===== config.mk =====
export PLATFORM = sky130hd
export DESIGN_NAME = interrupt_controller_flat
export DESIGN_NICKNAME = d
export VERILOG_FILES = /design/src/rtl/processor_pkg.sv /design/src/rtl/interrupt_controller_if.sv /design/src/rtl/irq_synchronizer.sv /design/src/rtl/interrupt_controller.sv /design/src/flat_wrapper.sv
export SDC_FILE = /design/constraint.sdc
export NUM_CORES = 1
export LEC_CHECK = 0
export BUFFER_PORTS_ARGS = -buffer_cell sky130_fd_sc_hd__buf_4
export CAP_MARGIN = 30
export CORE_ASPECT_RATIO = 1.5
export CORE_UTILIZATION = 41
export DETAILED_ROUTE_END_ITERATION = 10
export PLACE_DENSITY = 0.75
export RECOVER_POWER = 50
export SETUP_SLACK_MARGIN = 0.15
export SKIP_CTS_REPAIR_TIMING = 1
export SYNTH_ARGS = -nofsm -noshare
export SYNTH_HDL_FRONTEND = slang
export SYNTH_SLANG_ARGS = --single-unit

===== constraint.sdc =====
create_clock -name clk -period 1.68 [get_ports clk]
set_input_delay 0.336 -clock clk [delete_from_list [all_inputs] [get_ports clk]]
set_output_delay 0.336 -clock clk [all_outputs]
set_load 0.05 [all_outputs]

===== src/rtl/processor_pkg.sv =====
// Shared types and constants for the processor's interrupt entry logic.
// Enum members carry a prefix because both enums name PUSH_PC and PUSH_FLAGS.
package processor_pkg;

    localparam int PC_W = 32;

    typedef enum logic [1:0] {
        OP_NONE        = 2'd0,
        OP_PUSH_PC     = 2'd1,
        OP_PUSH_FLAGS  = 2'd2,
        OP_LOAD_VECTOR = 2'd3
    } inject_op_t;

    typedef enum logic [2:0] {
        ST_IDLE,
        ST_DRAIN,
        ST_PUSH_PC,
        ST_PUSH_FLAGS,
        ST_LOAD_VEC,
        ST_WAIT_VEC,
        ST_IN_SERVICE
    } int_state_t;

endpackage


===== src/rtl/interrupt_controller_if.sv =====
// Bundle between the interrupt controller and the fetch/decode/execute pipeline.
// The master side is the pipeline plus the raw interrupt pin.
interface interrupt_controller_if #(
    parameter int PC_W = processor_pkg::PC_W
);
    import processor_pkg::*;

    logic            irq_in;
    logic [PC_W-1:0] fetch_pc;
    logic            redirect_valid;
    logic [PC_W-1:0] redirect_pc;
    logic            vector_loaded;
    logic            rti_retire;
    logic            freeze_fetch;
    logic            inject_valid;
    inject_op_t      inject_op;
    logic [PC_W-1:0] saved_pc;
    logic            in_service;

    modport master (
        output irq_in, fetch_pc, redirect_valid, redirect_pc, vector_loaded, rti_retire,
        input  freeze_fetch, inject_valid, inject_op, saved_pc, in_service
    );

    modport slave (
        input  irq_in, fetch_pc, redirect_valid, redirect_pc, vector_loaded, rti_retire,
        output freeze_fetch, inject_valid, inject_op, saved_pc, in_service
    );

endinterface


===== src/rtl/irq_synchronizer.sv =====
// Multi-flop synchroniser for the raw interrupt pin followed by a rising-edge
// detector; irq_edge is a single-cycle pulse derived only from flops.
module irq_synchronizer #(
    parameter int SYNC_STAGES = 2
) (
    input  logic clk,
    input  logic rst,
    input  logic irq_async,
    output logic irq_edge
);

    logic [SYNC_STAGES-1:0] sync_reg;
    logic                   prev_reg;

    always_ff @(posedge clk or posedge rst) begin
        if (rst) begin
            sync_reg <= '0;
            prev_reg <= 1'b0;
        end else begin
            sync_reg <= {sync_reg[SYNC_STAGES-2:0], irq_async};
            prev_reg <= sync_reg[SYNC_STAGES-1];
        end
    end

    assign irq_edge = sync_reg[SYNC_STAGES-1] & ~prev_reg;

endmodule


===== src/rtl/interrupt_controller.sv =====
// Interrupt entry sequencer: waits for a redirect-free cycle, freezes fetch,
// drains the pipeline, injects PUSH_PC/PUSH_FLAGS/LOAD_VECTOR, masks until RTI.
module interrupt_controller #(
    parameter int SYNC_STAGES  = 2,
    parameter int DRAIN_CYCLES = 3,
    parameter int PC_W         = processor_pkg::PC_W
) (
    input  logic                   clk,
    input  logic                   rst,
    interrupt_controller_if.slave  bus
);
    import processor_pkg::*;

    localparam int CNT_W = (DRAIN_CYCLES > 1) ? $clog2(DRAIN_CYCLES) : 1;

    int_state_t      state_reg, state_next;
    logic            pending_reg, pending_next;
    logic [CNT_W-1:0] drain_cnt_reg, drain_cnt_next;
    logic [PC_W-1:0] saved_pc_reg, saved_pc_next;
    logic            irq_edge;
    logic            freeze_fetch, inject_valid, in_service;
    inject_op_t      inject_op;

    irq_synchronizer #(.SYNC_STAGES(SYNC_STAGES)) u_sync (
        .clk       (clk),
        .rst       (rst),
        .irq_async (bus.irq_in),
        .irq_edge  (irq_edge)
    );

    always_ff @(posedge clk or posedge rst) begin
        if (rst) begin
            state_reg     <= ST_IDLE;
            pending_reg   <= 1'b0;
            drain_cnt_reg <= '0;
            saved_pc_reg  <= '0;
        end else begin
            state_reg     <= state_next;
            pending_reg   <= pending_next;
            drain_cnt_reg <= drain_cnt_next;
            saved_pc_reg  <= saved_pc_next;
        end
    end

    always_comb begin
        state_next     = state_reg;
        pending_next   = pending_reg | irq_edge;
        drain_cnt_next = drain_cnt_reg;
        saved_pc_next  = saved_pc_reg;
        freeze_fetch   = 1'b0;
        inject_valid   = 1'b0;
        inject_op      = OP_NONE;
        in_service     = 1'b0;
        unique case (state_reg)
            ST_IDLE: begin
                // An edge landing on the entry cycle stays pending for the next entry.
                if (pending_reg && !bus.redirect_valid) begin
                    state_next     = ST_DRAIN;
                    saved_pc_next  = bus.fetch_pc;
                    drain_cnt_next = CNT_W'(DRAIN_CYCLES - 1);
                    pending_next   = irq_edge;
                end
            end
            ST_DRAIN: begin
                freeze_fetch = 1'b1;
                if (bus.redirect_valid) saved_pc_next = bus.redirect_pc;
                if (drain_cnt_reg == '0) state_next = ST_PUSH_PC;
                else drain_cnt_next = drain_cnt_reg - CNT_W'(1);
            end
            ST_PUSH_PC: begin
                freeze_fetch = 1'b1;
                inject_valid = 1'b1;
                inject_op    = OP_PUSH_PC;
                state_next   = ST_PUSH_FLAGS;
            end
            ST_PUSH_FLAGS: begin
                freeze_fetch = 1'b1;
                inject_valid = 1'b1;
                inject_op    = OP_PUSH_FLAGS;
                state_next   = ST_LOAD_VEC;
            end
            ST_LOAD_VEC: begin
                freeze_fetch = 1'b1;
                inject_valid = 1'b1;
                inject_op    = OP_LOAD_VECTOR;
                state_next   = ST_WAIT_VEC;
            end
            ST_WAIT_VEC: begin
                freeze_fetch = 1'b1;
                if (bus.vector_loaded) state_next = ST_IN_SERVICE;
            end
            ST_IN_SERVICE: begin
                in_service = 1'b1;
                if (bus.rti_retire) state_next = ST_IDLE;
            end
            default: state_next = ST_IDLE;
        endcase
    end

    assign bus.freeze_fetch = freeze_fetch;
    assign bus.inject_valid = inject_valid;
    assign bus.inject_op    = inject_op;
    assign bus.in_service   = in_service;
    assign bus.saved_pc     = saved_pc_reg;

endmodule


===== src/flat_wrapper.sv =====
// flat-port wrapper written by rule: the top's interface ports become plain ports
module interrupt_controller_flat import processor_pkg::*;
#(
    parameter int SYNC_STAGES  = 2,
    parameter int DRAIN_CYCLES = 3,
    parameter int PC_W         = processor_pkg::PC_W
)
  (clk, rst, bus_irq_in, bus_fetch_pc, bus_redirect_valid, bus_redirect_pc, bus_vector_loaded, bus_rti_retire, bus_freeze_fetch, bus_inject_valid, bus_inject_op, bus_saved_pc, bus_in_service);
  interrupt_controller_if #(.PC_W(PC_W)) bus_i ();
  input  logic clk;
  input  logic rst;
  input wire logic [$bits(bus_i.irq_in)-1:0] bus_irq_in;
  input wire logic [$bits(bus_i.fetch_pc)-1:0] bus_fetch_pc;
  input wire logic [$bits(bus_i.redirect_valid)-1:0] bus_redirect_valid;
  input wire logic [$bits(bus_i.redirect_pc)-1:0] bus_redirect_pc;
  input wire logic [$bits(bus_i.vector_loaded)-1:0] bus_vector_loaded;
  input wire logic [$bits(bus_i.rti_retire)-1:0] bus_rti_retire;
  output wire logic [$bits(bus_i.freeze_fetch)-1:0] bus_freeze_fetch;
  output wire logic [$bits(bus_i.inject_valid)-1:0] bus_inject_valid;
  output wire logic [$bits(bus_i.inject_op)-1:0] bus_inject_op;
  output wire logic [$bits(bus_i.saved_pc)-1:0] bus_saved_pc;
  output wire logic [$bits(bus_i.in_service)-1:0] bus_in_service;
  assign bus_i.irq_in = bus_irq_in;
  assign bus_i.fetch_pc = bus_fetch_pc;
  assign bus_i.redirect_valid = bus_redirect_valid;
  assign bus_i.redirect_pc = bus_redirect_pc;
  assign bus_i.vector_loaded = bus_vector_loaded;
  assign bus_i.rti_retire = bus_rti_retire;
  assign bus_freeze_fetch = bus_i.freeze_fetch;
  assign bus_inject_valid = bus_i.inject_valid;
  assign bus_inject_op = bus_i.inject_op;
  assign bus_saved_pc = bus_i.saved_pc;
  assign bus_in_service = bus_i.in_service;
  interrupt_controller #(.SYNC_STAGES(SYNC_STAGES), .DRAIN_CYCLES(DRAIN_CYCLES), .PC_W(PC_W)) u_core (.clk(clk), .rst(rst), .bus(bus_i));
endmodule

==> flow_summary.json <==
{
  "status": "complete, but fails checks",
  "violations": "setup timing",
  "hold_viol_final": 0,
  "total_power_w": 0.008341,
  "numCtsBuffers": 5,
  "finalCritPeriodShare": 1.060,
  "clkSinkCount": 41,
  "p_leak_nw": 1.687,
  "max_slew_margin": 0.3243,
  "rsz0062_at_grt": "yes",
  "whs_path_depth": 1,
  "intPower_w": 0.004562,
  "ys_ff_latch": 41,
  "vias": 1770,
  "r2r_cells": 5,
  "clk_path_buf_depth": 2,
  "fin_nets": 357,
  "n_fill_cell": 336,
  "cp_num_buf_inv": 2,
  "cp_cell_sequence": "or3b_4, a21oi_4, buf_12, clkbuf_16, mux2_4",
  "placementRows": 31,
  "tns_ns": -2.692,
  "root_buffer": "clkbuf_8",
  "routed_wl_um": 5947,
  "combPwrFrac": 0.717,
  "ant_nets": 0,
  "multi_input_area_um2": 1162,
  "crit_fanout": 6,
  "synthesis.area_um2": 2091,
  "r2r-start": "u_core.state_reg[0]",
  "peakVddDrop_mv": 1.240,
  "clock_latency_ns": 0.28,
  "grtUsageTotal": 0.1874,
  "io_pins": 107,
  "synth_cell_types": 29,
  "grt_pass1_wl_um": 7369,
  "area_growth_pct": 68.70,
  "regArea_um2": 1027,
  "whs_ns": 0.1803,
  "die_y_um": 89.46,
  "clk_pin_slew_ns": 0.08,
  "gp_congestion": 0.7111,
  "hold_path_end": "u_core.u_sync.sync_reg[0]",
  "crit_path_top_delay_cell": "dfrtp_2",
  "cts_tree": "built",
  "seq_area_frac_synth": 0.4907,
  "grt-ovfl-total": 0,
  "drt_iter0_drc": 46,
  "switchingPower_w": 0.003779,
  "finClkSkew_ns": 0.008671,
  "cp_slowest_stage_delay_ns": 0.44,
  "largest_register_ffs": 32,
  "setup_slack_ns": -0.1016,
  "syn_inst": 159,
  "avgRoutedWirePerCell_um": 16.89,
  "grt_start_max_net_pins": 42,
  "fmax_mhz": 561.3,
  "drc": 0,
  "place.port_buffers": 106,
  "routed_via_density": 5.028,
  "max_cap_viol_count": 0,
  "fp.dieW_um": 60.31,
  "grt_pass1_vias": 1620,
  "antenna-diode-count": 0,
  "ys_top_cells_by_area": "dfrtp_1 49%, mux2_2 34%, buf_6 1.6%",
  "reg2reg_slack_ns": -0.10,
  "seqPwrFrac": 0.212,
  "yosys_warnings": 0,
  "min-delay-path-class": "primary input to flop",
  "drive_gt1_frac": 0.7483,
  "startpoint": "u_core.state_reg[0]",
  "cp.required_ns": 1.85,
  "setup_viol": 33,
  "crit_arrival_ns": 1.95,
  "initial_core_util": 0.4312,
  "cts_max_level": 2,
  "synth_nets": 230,
  "synth_area_per_cell_um2": 13.15,
  "drtPass1Iterations": 4,
  "swShare": 0.4531,
  "antenna_found_initial": 0,
  "worstMarginPinSlew_ns": 1.014,
  "p_clk_frac": 0.071,
  "powerDensity_nw_per_um2": 2365,
  "crit_type": "flop to flop",
  "min_from": "bus_irq_in",
  "core_um2": 4848,
  "hpwl_um": 3720,
  "critPathLaunchType": "flop",
  "crit_path_end_kind": "flop",
  "timing.rr.end": "u_core.bus.saved_pc[11]",
  "final_max_slew_viol_count": 0,
  "crit_family": "flip-flops",
  "fin_crit_ns": 1.782,
  "yosys.area.top_type_share": 0.4907,
  "dieArea_um2": 5395,
  "yosysTopAreaCell": "dfrtp_1"
}
==> synthesized netlist by cell type <==
master,count
a21oi_1,1
a21oi_4,1
a22o_1,1
a22oi_1,2
and3_1,1
buf_2,4
buf_4,1
buf_6,3
clkbuf_1,2
dfrtp_1,41
ha_1,1
inv_1,6
mux2_1,2
mux2_2,63
nand2_1,5
nand2b_1,3
nand3b_1,1
nor2_1,4
nor2b_1,2
o21a_1,1
o21ai_0,5
o21bai_1,1
o22ai_1,1
o31ai_1,1
o32ai_1,1
or2_2,1
or3b_4,1
or4_1,1
xnor2_1,2
==> final cells by class <==
class,count,share of cell area
multi-input cells,102,0.3295
repair buffers,130,0.3274
flip-flops and latches,41,0.2912
well taps,66,0.02341
clock buffers,6,0.02057
inverters,6,0.006385
clock inverters,1,0.001419
==> placed cells by master, fill, tap and decap left out, drive strengths merged, types with 3 or more instances in the layout <==
master / count
clkbuf: 13
nor2: 4
inv: 5
nand2: 5
mux2: 65
buf: 123
dfrtp: 41
nand2b: 3
o21ai: 5
==> cells by family after synthesis <==
family / after synthesis / synth area share
AOI/OAI and AO/OA: 15 / 0.05147
DFF: 41 / 0.4907
buffers and inverters: 16 / 0.04369
adders and majority gates: 1 / 0.005983
and+or+nand+nor: 19 / 0.04968
xor gates and xnor gates: 2 / 0.008380
muxes: 65 / 0.3501
==> power groups by stage <==
stage          combinational [W]  clock [W]  sequential, W
3_3_place_gp             0.00477          0        0.00171
4_1_cts                  0.00484   0.000609        0.00172
5_1_grt                  0.00622   0.000652        0.00182
6_report                 0.00598   0.000594        0.00177
2_1_floorplan            0.00215          0        0.00311
3_5_place_dp             0.00484          0        0.00174
==> how the worst max path moves through the flow <==
stage,end,slack [ns],cells past startpoint
CTS,bus_inject_op[1],-0.17,4
global route,u_core.bus.saved_pc[9],-0.13,5
global placement,u_core.bus.saved_pc[14],-0.01,5
floorplan,u_core.bus.saved_pc[0],0.09,4
detailed placement,u_core.bus.saved_pc[29],-0.06,5
finish,u_core.bus.saved_pc[11],-0.10,5
==> per-stage QoR <==
| stage | setup WS [ns] | utilization | area [µm²] | std cells |
|---|---|---|---|---|
| 2_1_floorplan | 0.09201 | - | 2157 | 159 |
| 3_3_place_gp | -0.01048 | 0.6328 | 3068 | 329 |
| 3_5_place_dp | -0.05730 | 0.6328 | 3068 | 329 |
| 4_1_cts | -0.1685 | 0.6488 | 3146 | 336 |
| 5_1_grt | -0.1251 | 0.7275 | 3527 | 352 |
| 6_report | -0.1016 | 0.7275 | 3527 | 352 |
==> per-layer routing <==
metal / routed length, µm / track usage / share of wire / up-vias
li1: - / - / - / 814
met1: 2125 / 0.2050 / 0.36 / 884
met2: 3472 / 0.3497 / 0.58 / 60
met3: 209 / 0.03184 / 0.035 / 12
met4: 140 / 0.06977 / 0.024 / 0
met5: 0 / 0 / 0 / -
(Power assumes the default switching activity.)
